<file path="config.mk">
export PLATFORM = sky130hd
export DESIGN_NAME = mcc_subtractor_seq
export DESIGN_NICKNAME = d
export VERILOG_FILES = /design/src/rtl/mcc_subtractor_seq.sv
export SDC_FILE = /design/constraint.sdc
export NUM_CORES = 1
export LEC_CHECK = 0
export BUFFER_PORTS_ARGS = -buffer_cell sky130_fd_sc_hd__buf_2
export CAP_MARGIN = 10
export CORE_ASPECT_RATIO = 1.5
export CORE_MARGIN = 3
export CORE_UTILIZATION = 48
export DETAILED_ROUTE_END_ITERATION = 10
export PLACE_DENSITY_LB_ADDON = 0.25
export SYNTH_ARGS = -nofsm -noshare
export SYNTH_HDL_FRONTEND = slang
export SYNTH_SLANG_ARGS = --single-unit
</file>
<file path="constraint.sdc">
create_clock -name clk -period 2.2 [get_ports clk]
set_clock_uncertainty 0.15 [all_clocks]
set_input_delay 0.22 -clock clk [delete_from_list [all_inputs] [get_ports clk]]
set_output_delay 0.22 -clock clk [all_outputs]
set_load 0.01 [all_outputs]
</file>
<file path="src/rtl/mcc_subtractor_seq.sv">
// mcc_subtractor_seq: chunk-serial subtractor, diff = a - b - bin over N bits,
// CHUNK bits per clock, valid/ready on both sides, one operation in flight.
// Optional macro MCC_SUB_OVF_EN adds the signed-overflow output ovf.
module mcc_subtractor_seq #(
    parameter int N     = 8,
    parameter int CHUNK = 4
) (
    input  logic         clk,
    input  logic         rst_n,
    input  logic         in_valid,
    output logic         in_ready,
    input  logic [N-1:0] a,
    input  logic [N-1:0] b,
    input  logic         bin,
    output logic         out_valid,
    input  logic         out_ready,
    output logic [N-1:0] diff,
    output logic         bout
`ifdef MCC_SUB_OVF_EN
    ,
    output logic         ovf
`endif
);

    localparam int NCH = N / CHUNK;
    localparam int CW  = (NCH > 1) ? $clog2(NCH) : 1;
    localparam logic [CW-1:0] LAST = CW'(NCH - 1);

    generate
        if ((CHUNK < 1) || (CHUNK > N) || ((N % CHUNK) != 0)) begin : g_bad_params
            $error("mcc_subtractor_seq: N must be a multiple of CHUNK and 1 <= CHUNK <= N");
        end
    endgenerate

    typedef enum logic [1:0] {
        IDLE,
        BUSY,
        DONE
    } state_t;

    state_t          state;
    state_t          state_nxt;
    logic [CW-1:0]   cnt;
    logic [N-1:0]    a_r;
    logic [N-1:0]    b_r;
    logic            carry;
    logic [CHUNK:0]  sum;
    logic [N+CHUNK-1:0] diff_cat;
`ifdef MCC_SUB_OVF_EN
    logic            sign_a;
    logic            sign_b;
`endif

    // Chunk adder: the low chunk of the shifting operands plus ~b and the carry.
    // Operands shift right each BUSY cycle and each result chunk enters diff
    // from the top, so after N/CHUNK steps chunk k sits at bits k*CHUNK.
    always_comb begin
        sum      = {1'b0, a_r[CHUNK-1:0]} + {1'b0, ~b_r[CHUNK-1:0]} + {{CHUNK{1'b0}}, carry};
        diff_cat = {sum[CHUNK-1:0], diff};
    end

    // State register.
    always_ff @(posedge clk or negedge rst_n) begin
        if (!rst_n) begin
            state <= IDLE;
        end else begin
            state <= state_nxt;
        end
    end

    // Next-state logic and handshake/result outputs.
    always_comb begin
        state_nxt = state;
        in_ready  = 1'b0;
        out_valid = 1'b0;
        bout      = 1'b0;
        case (state)
            IDLE: begin
                in_ready = 1'b1;
                if (in_valid) begin
                    state_nxt = BUSY;
                end
            end
            BUSY: begin
                if (cnt == LAST) begin
                    state_nxt = DONE;
                end
            end
            DONE: begin
                out_valid = 1'b1;
                bout      = ~carry;
                if (out_ready) begin
                    state_nxt = IDLE;
                end
            end
            default: state_nxt = IDLE;
        endcase
    end

    // Operand capture at accept and one chunk of the borrow chain per BUSY cycle.
    always_ff @(posedge clk or negedge rst_n) begin
        if (!rst_n) begin
            cnt   <= '0;
            a_r   <= '0;
            b_r   <= '0;
            carry <= 1'b0;
            diff  <= '0;
`ifdef MCC_SUB_OVF_EN
            sign_a <= 1'b0;
            sign_b <= 1'b0;
`endif
        end else begin
            case (state)
                IDLE: begin
                    if (in_valid) begin
                        a_r   <= a;
                        b_r   <= b;
                        carry <= ~bin;
                        cnt   <= '0;
`ifdef MCC_SUB_OVF_EN
                        sign_a <= a[N-1];
                        sign_b <= b[N-1];
`endif
                    end
                end
                BUSY: begin
                    a_r   <= a_r >> CHUNK;
                    b_r   <= b_r >> CHUNK;
                    carry <= sum[CHUNK];
                    diff  <= diff_cat[N+CHUNK-1:CHUNK];
                    cnt   <= cnt + CW'(1);
                end
                default: ;
            endcase
        end
    end

`ifdef MCC_SUB_OVF_EN
    // Signed overflow from the captured sign bits and the finished result.
    always_comb begin
        ovf = (state == DONE) && (sign_a != sign_b) && (diff[N-1] != sign_a);
    end
`endif

endmodule

</file>
==> reports/results.tsv <==
metric	value	unit
Sequential Area	701	µm²
worst relative slew slack	0.589	
r2r endpoint	carry	
fillcell total	249	
startpoint type of the worst setup path	flop	
CP Launch Point	a_r[0]	
Worst Reg-to-Reg Cells	5	
vias in the first global route	1127	
setup slack, reg-to-reg	0.07	ns
Achievable Freq	471	MHz
MaxCap Viol Count	0	
Remaining Overflow, GRT	0	
Fin Setup TNS	0	ns
cells after synthesis	147	
gpl congestion	0.840	
Worst-Margin Slew	0.617	ns
RSZ-0062 raised after global routing	false	
CTS buffer count	3	
die area	3740	µm²
Total GRT Usage	0.172	
Area Overhead vs Synth	18.8	%
Post-route DRC	0	
multi-input logic area	677	µm²
min-delay src	b[5]	
I/O Pins	32	
Initial Util	0.522	
EDFF count, synth	0	
ys async rst share	1.00	
H-tree depth	1	
Setup-failing EPs final	0	
worst setup margin	0.0747	ns
Period Utilization, post-route	0.966	
DRT Pass-1 Iters	4	
pin count of the biggest net entering global routing	29	
Mapped Avg Cell Area	9.91	µm²
pre-CTS WS	0.0406	ns
Via density	5.41	
CTS tree	built	
Synth Register Bits	28	
Clk Latency, worst-skew pair	0.28	ns
Max Transition Viols Final	0	
DRT antenna net count	0	
most common cell after layout, fill and taps aside	buf_2	
Chip Width	51.0	µm
commonest cells after routing, fill and taps aside	31 x buf_2, 28 x dfrtp_1, 20 x nand2_1	
Initial DRC Count	21	
peak supply drop	0.661	mV
CTS max path bufs	2	
total power	2.56	mW
Ys Warns	0	
final wirelength	3.00	mm
leakage	0.833	nW
hold endpoint	b_r[5]	
post-layout minimum cycle time	2.13	ns
initial antenna violation count	0	
Worst Setup End Kind	flop	
Most used DFF post-synth	dfrtp_1	
via count	1169	
Site Rows	23	
HP Class	input port to flop	
Setup CP Type	flop to flop	
pwr dens	1480	nW/µm²
clock tree root buffer cell	clkbuf_8	
WL/cell	13.9	µm
antenna cells	0	
synthesized cell area	1460	µm²
status	completed	
syn_nets	173	
Core Area	2790	µm²
Worst EP arrival	2.14	ns
reg-to-reg startpoint	a_r[0]	
first-pass GRT wire length	5.02	mm
worst endpoint required time	2.21	ns
critical path peak fanout	2	
clock sink count	28	
Detailed Place HPWL	2.18	mm
count of input and output buffers	31	
Worst Hold Depth	3	
Die H	73.5	µm
Seq/Total Area, Yosys	0.481	
post-synth cell types	28	
final hold violation count	0	
clk slew on worst S/H paths	0.10	ns
Final nets	206	
layout cells sized above 1	0.279	
[repair_timing]
item                                    in CTS  in global routing
setup buffers                                0                  0
resized for setup                            0                  1
hold endpoints to repair                    29                  0
hold buffers                                 2                  0
endpoints found under the setup margin       0                  1
[power by group]
group          switching, mW  internal, mW  total [mW]
Combinational          0.599         0.584        1.18
Clock                  0.161         0.244       0.405
Sequential             0.210         0.761       0.970
Total                  0.969          1.59        2.56
[worst max-delay path by stage]
| stage | to | slack, ns | cells after the start |
|---|---|---|---|
| final | carry | 0.07 | 5 |
| after global routing | carry | 0.02 | 5 |
| after CTS | carry | 0.02 | 5 |
| after detailed placement | carry | 0.04 | 5 |
| after global placement | carry | 0.1 | 5 |
| after floorplan | carry | 0.14 | 5 |
[cells in the mapped netlist (2+ instances only)]
cell | count | area [µm²]
fa_1 | 2 | 40.0
mux2_2 | 6 | 67.6
clkbuf_1 | 5 | 18.8
o21ai_0 | 18 | 90.1
buf_6 | 2 | 22.5
nor2b_1 | 8 | 50.1
nand2b_1 | 2 | 12.5
a21oi_1 | 19 | 95.1
nor2_1 | 3 | 11.3
inv_1 | 8 | 30.0
ha_1 | 3 | 37.5
and3b_1 | 8 | 70.1
nand2_1 | 20 | 75.1
dfrtp_1 | 28 | 701
nor4bb_1 | 2 | 20.0
[worst max-delay path, stage by stage, from the launching register on]
cell     delay [ns]
dfrtp_1        0.42
fa_1           0.48
fa_2           0.38
a21o_1         0.19
a211o_1        0.29
o221a_1        0.12
[flip-flops by register name, summed over array words and instances (netlist names)]
signal,count
carry,1
cnt,1
state,2
diff,8
b_r,8
a_r,8
[metrics by stage]
| stage | util | cell area (µm²) | instances | hold slack (ns) |
|---|---|---|---|---|
| after floorplan | - | 1460 | 147 | -0.226 |
| after global placement | 0.586 | 1640 | 210 | 0.109 |
| after detailed placement | 0.586 | 1640 | 210 | 0.115 |
| after CTS | 0.619 | 1730 | 216 | 0.0795 |
| after global routing | 0.620 | 1730 | 216 | 0.0958 |
| final | 0.620 | 1730 | 216 | 0.0733 |
[cell type report]
class / instances / area share
clock inverter: 1 / 0.0174
timing repair buffer: 37 / 0.119
clock buffer: 3 / 0.0239
inverter: 8 / 0.0174
sequential: 28 / 0.405
multi-input combinational: 102 / 0.391
tap: 37 / 0.0268
[cell families after synthesis]
group / Yosys count / synth area share
flip-flops: 28 / 0.481
buffers and inverters: 17 / 0.0558
XOR/XNOR: 1 / 0.00601
adder cells (fa/ha/maj): 5 / 0.0533
AND/OR/NAND/NOR: 46 / 0.184
AO/OA/AOI/OAI: 44 / 0.174
multiplexers: 6 / 0.0464
[per-layer routing]
metal	global-route usage	vias up	part of all wire
met4	0.0749	0	0.026
met3	0.0183	10	0.045
met1	0.222	552	0.44
met2	0.290	37	0.49
li1	-	570	-
met5	0	-	0
Power figures use the tool's default switching activity.
